--- src/rtl/cache_ctrl_fsm_if.sv ---
// rtl/cache_ctrl_fsm_if.sv - CPU, data-array and memory signal bundle for the cache controller
interface cache_ctrl_fsm_if #(
  parameter int IDX_W  = 6,
  parameter int OFF_W  = 3,
  parameter int DATA_W = 64
);
  logic              cpu_req;
  logic              cpu_we;
  logic [31:0]       cpu_addr;
  logic [7:0]        cpu_wdata;
  logic              flush;
  logic              cpu_ready;
  logic              cpu_hit;
  logic [IDX_W-1:0]  arr_index;
  logic              arr_way;
  logic [OFF_W-1:0]  arr_offset;
  logic              arr_we;
  logic [DATA_W-1:0] arr_wdata;
  logic              mem_req;
  logic              mem_we;
  logic [31:0]       mem_addr;
  logic [7:0]        mem_wdata;
  logic              mem_ack;
  logic [DATA_W-1:0] mem_rdata;

  modport master (
    input  cpu_req, cpu_we, cpu_addr, cpu_wdata, flush, mem_ack, mem_rdata,
    output cpu_ready, cpu_hit, arr_index, arr_way, arr_offset, arr_we, arr_wdata,
    output mem_req, mem_we, mem_addr, mem_wdata
  );

  modport slave (
    output cpu_req, cpu_we, cpu_addr, cpu_wdata, flush, mem_ack, mem_rdata,
    input  cpu_ready, cpu_hit, arr_index, arr_way, arr_offset, arr_we, arr_wdata,
    input  mem_req, mem_we, mem_addr, mem_wdata
  );
endinterface

--- src/rtl/cache_ctrl_fsm.sv ---
// rtl/cache_ctrl_fsm.sv - 2-way set-associative cache controller: lookup, refill, write-through, flush
module cache_ctrl_fsm #(
  parameter int TAG_W  = 23,
  parameter int IDX_W  = 6,
  parameter int OFF_W  = 3,
  parameter int DATA_W = 64
) (
  input  logic           clk,
  input  logic           reset,
  cache_ctrl_fsm_if.master bus
);
  localparam int SETS = 1 << IDX_W;

  typedef enum logic [2:0] {
    S_IDLE, S_LOOKUP, S_MEM_RD, S_FILL, S_MEM_WR, S_FLUSH, S_DONE
  } state_t;

  state_t            r_state;
  state_t            w_next;

  logic [31:0]       r_addr;
  logic              r_we;
  logic [7:0]        r_wdata;
  logic              r_hit;
  logic              r_way;
  logic [DATA_W-1:0] r_arr_wdata;

  logic [TAG_W-1:0]  r_tag   [SETS][2];
  logic [1:0]        r_valid [SETS];
  logic [SETS-1:0]   r_lru;

  logic [IDX_W-1:0]  w_idx;
  logic [TAG_W-1:0]  w_tag;
  logic [OFF_W-1:0]  w_off;
  logic              w_hit0;
  logic              w_hit1;
  logic              w_hit;
  logic              w_hit_way;
  logic              w_victim;

  assign w_idx  = r_addr[OFF_W +: IDX_W];
  assign w_tag  = r_addr[31 -: TAG_W];
  assign w_off  = r_addr[OFF_W-1:0];
  assign w_hit0 = r_valid[w_idx][0] && (r_tag[w_idx][0] == w_tag);
  assign w_hit1 = r_valid[w_idx][1] && (r_tag[w_idx][1] == w_tag);
  assign w_hit  = w_hit0 | w_hit1;
  // Way 0 takes priority when both ways match.
  assign w_hit_way = ~w_hit0;
  assign w_victim  = !r_valid[w_idx][0] ? 1'b0 :
                     !r_valid[w_idx][1] ? 1'b1 : r_lru[w_idx];

  always_ff @(posedge clk) begin
    if (reset) begin
      r_state <= S_IDLE;
    end else begin
      r_state <= w_next;
    end
  end

  always_comb begin
    w_next = r_state;
    case (r_state)
      S_IDLE: begin
        if (bus.flush) begin
          w_next = S_FLUSH;
        end else if (bus.cpu_req) begin
          w_next = S_LOOKUP;
        end
      end
      S_LOOKUP: begin
        if (r_we) begin
          w_next = S_MEM_WR;
        end else if (w_hit) begin
          w_next = S_DONE;
        end else begin
          w_next = S_MEM_RD;
        end
      end
      S_MEM_RD: if (bus.mem_ack) w_next = S_FILL;
      S_FILL:   w_next = S_DONE;
      S_MEM_WR: if (bus.mem_ack) w_next = S_DONE;
      S_FLUSH:  w_next = S_DONE;
      S_DONE:   w_next = S_IDLE;
      default:  w_next = S_IDLE;
    endcase
  end

  always_ff @(posedge clk) begin
    if (reset) begin
      r_addr      <= '0;
      r_we        <= 1'b0;
      r_wdata     <= '0;
      r_hit       <= 1'b0;
      r_way       <= 1'b0;
      r_arr_wdata <= '0;
      r_lru       <= '0;
      for (int i = 0; i < SETS; i++) begin
        r_valid[i] <= 2'b00;
      end
    end else begin
      case (r_state)
        S_IDLE: begin
          if (!bus.flush && bus.cpu_req) begin
            r_addr  <= bus.cpu_addr;
            r_we    <= bus.cpu_we;
            r_wdata <= bus.cpu_wdata;
          end
        end
        S_LOOKUP: begin
          r_hit <= w_hit;
          if (r_we) begin
            r_way <= w_hit_way;
            // Write-invalidate: stores never allocate and drop a matching line.
            if (w_hit) begin
              r_valid[w_idx][w_hit_way] <= 1'b0;
            end
          end else if (w_hit) begin
            r_way        <= w_hit_way;
            r_lru[w_idx] <= ~w_hit_way;
          end else begin
            r_way <= w_victim;
          end
        end
        S_MEM_RD: begin
          if (bus.mem_ack) begin
            r_arr_wdata <= bus.mem_rdata;
          end
        end
        S_FILL: begin
          r_valid[w_idx][r_way] <= 1'b1;
          r_lru[w_idx]          <= ~r_way;
        end
        S_FLUSH: begin
          r_hit <= 1'b0;
          for (int i = 0; i < SETS; i++) begin
            r_valid[i] <= 2'b00;
          end
        end
        default: ;
      endcase
    end
  end

  // Tags need no reset: a line is only consulted when its valid bit is set.
  always_ff @(posedge clk) begin
    if (!reset && r_state == S_FILL) begin
      r_tag[w_idx][r_way] <= w_tag;
    end
  end

  always_comb begin
    bus.cpu_ready  = 1'b0;
    bus.cpu_hit    = 1'b0;
    bus.arr_index  = '0;
    bus.arr_way    = 1'b0;
    bus.arr_offset = '0;
    bus.arr_we     = 1'b0;
    bus.arr_wdata  = r_arr_wdata;
    bus.mem_req    = 1'b0;
    bus.mem_we     = 1'b0;
    bus.mem_addr   = '0;
    bus.mem_wdata  = '0;
    case (r_state)
      S_LOOKUP: begin
        bus.arr_index  = w_idx;
        bus.arr_offset = w_off;
        bus.arr_way    = w_hit ? w_hit_way : w_victim;
      end
      S_MEM_RD: begin
        bus.arr_index  = w_idx;
        bus.arr_offset = w_off;
        bus.arr_way    = r_way;
        bus.mem_req    = 1'b1;
        bus.mem_addr   = {r_addr[31:OFF_W], {OFF_W{1'b0}}};
      end
      S_FILL: begin
        bus.arr_index  = w_idx;
        bus.arr_offset = w_off;
        bus.arr_way    = r_way;
        bus.arr_we     = 1'b1;
      end
      S_MEM_WR: begin
        bus.arr_index  = w_idx;
        bus.arr_offset = w_off;
        bus.arr_way    = r_way;
        bus.mem_req    = 1'b1;
        bus.mem_we     = 1'b1;
        bus.mem_addr   = r_addr;
        bus.mem_wdata  = r_wdata;
      end
      S_DONE: begin
        bus.cpu_ready  = 1'b1;
        bus.cpu_hit    = r_hit;
        bus.arr_index  = w_idx;
        bus.arr_offset = w_off;
        bus.arr_way    = r_way;
      end
      default: ;
    endcase
  end
endmodule

--- src/flat_wrapper.sv ---
// flat-port wrapper written by rule: the top's interface ports become plain ports
module cache_ctrl_fsm_flat 
#(
  parameter int TAG_W  = 23,
  parameter int IDX_W  = 6,
  parameter int OFF_W  = 3,
  parameter int DATA_W = 64
)
  (clk, reset, bus_cpu_req, bus_cpu_we, bus_cpu_addr, bus_cpu_wdata, bus_flush, bus_mem_ack, bus_mem_rdata, bus_cpu_ready, bus_cpu_hit, bus_arr_index, bus_arr_way, bus_arr_offset, bus_arr_we, bus_arr_wdata, bus_mem_req, bus_mem_we, bus_mem_addr, bus_mem_wdata);
  cache_ctrl_fsm_if #(.IDX_W(IDX_W), .OFF_W(OFF_W), .DATA_W(DATA_W)) bus_i ();
  input  logic clk;
  input  logic reset;
  input wire logic [$bits(bus_i.cpu_req)-1:0] bus_cpu_req;
  input wire logic [$bits(bus_i.cpu_we)-1:0] bus_cpu_we;
  input wire logic [$bits(bus_i.cpu_addr)-1:0] bus_cpu_addr;
  input wire logic [$bits(bus_i.cpu_wdata)-1:0] bus_cpu_wdata;
  input wire logic [$bits(bus_i.flush)-1:0] bus_flush;
  input wire logic [$bits(bus_i.mem_ack)-1:0] bus_mem_ack;
  input wire logic [$bits(bus_i.mem_rdata)-1:0] bus_mem_rdata;
  output wire logic [$bits(bus_i.cpu_ready)-1:0] bus_cpu_ready;
  output wire logic [$bits(bus_i.cpu_hit)-1:0] bus_cpu_hit;
  output wire logic [$bits(bus_i.arr_index)-1:0] bus_arr_index;
  output wire logic [$bits(bus_i.arr_way)-1:0] bus_arr_way;
  output wire logic [$bits(bus_i.arr_offset)-1:0] bus_arr_offset;
  output wire logic [$bits(bus_i.arr_we)-1:0] bus_arr_we;
  output wire logic [$bits(bus_i.arr_wdata)-1:0] bus_arr_wdata;
  output wire logic [$bits(bus_i.mem_req)-1:0] bus_mem_req;
  output wire logic [$bits(bus_i.mem_we)-1:0] bus_mem_we;
  output wire logic [$bits(bus_i.mem_addr)-1:0] bus_mem_addr;
  output wire logic [$bits(bus_i.mem_wdata)-1:0] bus_mem_wdata;
  assign bus_i.cpu_req = bus_cpu_req;
  assign bus_i.cpu_we = bus_cpu_we;
  assign bus_i.cpu_addr = bus_cpu_addr;
  assign bus_i.cpu_wdata = bus_cpu_wdata;
  assign bus_i.flush = bus_flush;
  assign bus_i.mem_ack = bus_mem_ack;
  assign bus_i.mem_rdata = bus_mem_rdata;
  assign bus_cpu_ready = bus_i.cpu_ready;
  assign bus_cpu_hit = bus_i.cpu_hit;
  assign bus_arr_index = bus_i.arr_index;
  assign bus_arr_way = bus_i.arr_way;
  assign bus_arr_offset = bus_i.arr_offset;
  assign bus_arr_we = bus_i.arr_we;
  assign bus_arr_wdata = bus_i.arr_wdata;
  assign bus_mem_req = bus_i.mem_req;
  assign bus_mem_we = bus_i.mem_we;
  assign bus_mem_addr = bus_i.mem_addr;
  assign bus_mem_wdata = bus_i.mem_wdata;
  cache_ctrl_fsm #(.TAG_W(TAG_W), .IDX_W(IDX_W), .OFF_W(OFF_W), .DATA_W(DATA_W)) u_core (.clk(clk), .reset(reset), .bus(bus_i));
endmodule
--- config.mk ---
export PLATFORM = sky130hd
export DESIGN_NAME = cache_ctrl_fsm_flat
export DESIGN_NICKNAME = d
export VERILOG_FILES = /design/src/rtl/cache_ctrl_fsm_if.sv /design/src/rtl/cache_ctrl_fsm.sv /design/src/flat_wrapper.sv
export SDC_FILE = /design/constraint.sdc
export NUM_CORES = 2
export LEC_CHECK = 0
export BUFFER_PORTS_ARGS = -buffer_cell sky130_fd_sc_hd__buf_2
export CORE_MARGIN = 5
export CORE_UTILIZATION = 30
export DETAILED_ROUTE_END_ITERATION = 8
export GPL_ROUTABILITY_DRIVEN = 0
export GPL_TIMING_DRIVEN = 1
export PLACE_DENSITY = 0.51
export SLEW_MARGIN = 30
export SYNTH_ARGS = -nofsm -noshare
export SYNTH_HDL_FRONTEND = slang
export SYNTH_SLANG_ARGS = --single-unit
--- constraint.sdc ---
create_clock -name clk -period 7.5 [get_ports clk]
set_input_delay 0.375 -clock clk [delete_from_list [all_inputs] [get_ports clk]]
set_output_delay 0.375 -clock clk [all_outputs]
set_load 0.01 [all_outputs]
==> results.sh <==
export IMPL_clock_path_buffers=4
export IMPL_setup_viol=0
export IMPL_core_area_sq_mm=0.428
export IMPL_use_met1=0.279
export IMPL_async_flop_share=0
export IMPL_die_y_um=666
export IMPL_grtUsageMet3=0.0410
export IMPL_drc=0
export IMPL_ff2ff_path_depth=16
export IMPL_cts_tree="yes"
export IMPL_synth_fa_ha_area_frac=0
export IMPL_finalCritPeriodShare=0.961
export IMPL_synth_ff_type="edfxtp_1"
export IMPL_row_count=240
export IMPL_power_net_switching_w=0.0113
export IMPL_ys_seq_area_frac=0.744
export IMPL_swShare=0.263
export IMPL_worst_path_max_fanout=24
export IMPL_htree_levels=5
export IMPL_avgViaCountPerCell=5.55
export IMPL_grt_busiest_layer="met2"
export IMPL_hpwl_um=292000
export IMPL_setup_tns_ns=0
export IMPL_slew_headroom=0.242
export IMPL_ys_ff_latch=3252
export IMPL_hold_slack_ns=0.195
export IMPL_yosysWarningCount=0
export IMPL_grt_use_total=0.206
export IMPL_syn_inst=7033
export IMPL_num_fill_cells=40100
export IMPL_synth_area_per_cell_sq_um=18.3
export IMPL_finalNetCount=7769
export IMPL_start_util=0.301
export IMPL_synth_mux_area_frac=0.139
export IMPL_ff2ff_setup_slack_ns=1.38
export IMPL_grt_pass1_vias=73600
export IMPL_portBuffers=228
export IMPL_crit_arrival_ns=6.83
export IMPL_power_clock_fraction=0.390
export IMPL_area_delta_synth_final_pct=17.6
export IMPL_vdd_ir_drop_max_uv=201
export IMPL_fmax_mhz=139
export IMPL_synth_edf_count=3072
export IMPL_met2_usage=0.332
export IMPL_overflow=0
export IMPL_yosys_area_share_xor_xnor=0.00285
export IMPL_skew_ns=0.0445
export IMPL_grt_setup_unrepaired="false"
export IMPL_critical_path_class="register to output pin"
export IMPL_root_buffer="clkbuf_16"
export IMPL_routed_wl_um=472000
export IMPL_synth_top_family_by_area="multiplexers"
export IMPL_seq_power_share=0.482
export IMPL_wire_per_inst_um=34.6
export IMPL_ant_nets=0
export IMPL_holdCritPathClass="primary input to register"
export IMPL_antenna_found_initial=36
export IMPL_p_total_w=0.0430
export IMPL_rr_endpoint="u_core.r_valid[56][0]"
export IMPL_synth_compound_area_share=0.0518
export IMPL_syn_area_sq_mm=0.129
export IMPL_die_area_sq_mm=0.443
export IMPL_dpl_cell_area_sq_mm=0.139
export IMPL_initialDrtViolationCount=11400
export IMPL_clock_sinks=3252
export IMPL_vias=75600
export IMPL_synth_cell_types=95
export IMPL_worstSetupStartpointType="register"
export IMPL_cts_buffers=338
export IMPL_cp_end_kind="output pin"
export IMPL_grt_pass1_wl_um=635000
export IMPL_clock_latency_ns=0.96
export IMPL_drtPass1Iterations=6
export IMPL_power_density_mw_per_mm2=284
export IMPL_fin_crit_ns=7.21
export IMPL_ios=229
export IMPL_synth_simple_area_share=0.0428
export IMPL_fin_area_sq_mm=0.152
export IMPL_power_frac_comb=0.128
export IMPL_total_leakage_power_nw=47.0
export IMPL_die_w_um=666
export IMPL_required_ns=7.12
export IMPL_syn_num_nets=7143
export IMPL_p_int_w=0.0317
export IMPL_status="finished clean"
export IMPL_grt_max_degree=129
export IMPL_endpoint="bus_arr_way"
export IMPL_slew_violations=0
export IMPL_drv_cap=0
export IMPL_drive_above_1_share=0.253
export IMPL_path_clk_slew_ns=0.07
export IMPL_hold_violations=0
export IMPL_tightest_slew_ns=1.11
## state kept, by name, indices dropped and copies added, names as in the netlist, named ones only
register              count
u_core.r_tag           2944
u_core.r_state            3
u_core.r_we               1
u_core.r_way              1
u_core.r_wdata            8
u_core.r_lru             64
u_core.r_hit              1
u_core.bus.arr_wdata     64
u_core.r_addr            32
u_core.r_valid          128
## worst max-delay path, cell delays in order (launching register included)
cell and delay [ns]:
dfxtp_4 0.82, inv_2 0.60, nand2_1 0.78, a21oi_1 0.22, o41ai_4 0.60, o21ai_0 0.21, xor2_1 0.51, nand4_1 0.26
or4_4 0.61, nand2_1 0.26, or3b_1 0.41, o21ai_1 0.31, buf_2 0.21
## metrics by stage
stage          instances  worst slack, ns   util
2_1_floorplan       7033             2.93      -
5_1_grt            13600            0.122  0.354
3_3_place_gp       12900            0.312  0.325
3_5_place_dp       12900            0.690  0.326
4_1_cts            13600          0.00727  0.354
6_report           13600            0.293  0.354
## worst min-delay path by stage
stage / start / end / slack [ns] / depth (start not counted)
finish: bus_mem_ack / u_core.bus.arr_wdata[5] / 0.19 / 5
global route: bus_mem_rdata[7] / u_core.bus.arr_wdata[7] / 0.20 / 4
CTS: bus_mem_ack / u_core.bus.arr_wdata[5] / 0.14 / 5
detailed placement: u_core.r_wdata[1] / u_core.r_wdata[1] / 0.45 / 2
global placement: u_core.bus.arr_wdata[61] / u_core.bus.arr_wdata[61] / 0.44 / 2
floorplan: u_core.r_hit / u_core.r_hit / 0.43 / 2
## routing by layer
layer / up-vias / share of wire
li1: 29800 / -
met4: 4 / 0.039
met5: - / 0.000057
met2: 4491 / 0.47
met1: 40600 / 0.39
met3: 721 / 0.097
## cells in the final DEF (no fill, tap or decap), types with 101 or more instances in the layout
cell / synthesis / final
edfxtp_1: 3072 / 3072
mux4_2: 557 / 557
mux2i_1: 508 / 507
nand2_1: 417 / 415
buf_4: 65 / 355
clkbuf_16: 0 / 346
nor2_1: 405 / 266
buf_2: 109 / 227
a22oi_1: 214 / 214
a21oi_1: 181 / 181
dfxtp_1: 180 / 151
dlygate4sd3_1: 0 / 124
o21ai_0: 122 / 120
nor2_4: 0 / 101
## cell families (layout without fill, tap and decap cells)
logic type / Yosys count / count (layout)
DFF: 3252 / 3252
and+or+nand+nor: 1203 / 1203
muxes: 1094 / 1094
AOI/OAI and AO/OA: 962 / 962
buffers and inverters: 480 / 1371
xor gates and xnor gates: 42 / 42
other: 0 / 14
## cells in the mapped netlist, drive strengths merged (14+ instances only)
master | number | share of area
nand4 | 39 | 0.0019
mux4 | 557 | 0.097
nor4 | 20 | 0.00097
nor2b | 25 | 0.0012
nand2 | 417 | 0.012
a21oi | 181 | 0.0070
xnor2 | 19 | 0.0013
nand3 | 72 | 0.0028
a22o | 19 | 0.0013
o22ai | 75 | 0.0036
and3 | 31 | 0.0015
dfxtp | 180 | 0.028
xor2 | 23 | 0.0016
o21ai | 166 | 0.0064
clkbuf | 207 | 0.0060
a211oi | 81 | 0.0071
nor2 | 407 | 0.012
and2 | 56 | 0.0027
buf | 259 | 0.013
mux2i | 508 | 0.039
a22oi | 214 | 0.012
edfxtp | 3072 | 0.72
a31oi | 86 | 0.0042
a221oi | 30 | 0.0020
nor3 | 41 | 0.0017
a32oi | 14 | 0.00095
mux2 | 29 | 0.0025
## repair_timing
action | 4_1_cts | 5_1_grt
setup buffers | 3 | 2
hold endpoints to repair | 141 | 0
pin swaps | 1 | 2
resized for setup | 2 | 3
endpoints found under the setup margin | 1 | 1
hold buffers | 124 | 0
## power by group through the flow
stage	Combinational [W]	Sequential, W	Clock [W]
2_1_floorplan	0.00278	0.0211	0
3_3_place_gp	0.00526	0.0211	0
3_5_place_dp	0.00531	0.0211	0
4_1_cts	0.00539	0.0207	0.0170
5_1_grt	0.00565	0.0207	0.0177
6_report	0.00549	0.0207	0.0168
## layout make-up
cell class | instances | area (sq um) | area share
Inverter | 14 | 57.6 | 0.000380
Antenna cell | 14 | 35.0 | 0.000231
Sequential cell | 3252 | 96000 | 0.633
Clock inverter | 203 | 1950 | 0.0129
Tap cell | 5687 | 7120 | 0.0470
Clock buffer | 402 | 8870 | 0.0585
Timing Repair Buffer | 752 | 5900 | 0.0389
Multi-Input combinational cell | 3301 | 31600 | 0.209
Power figures use the tool's default switching activity.
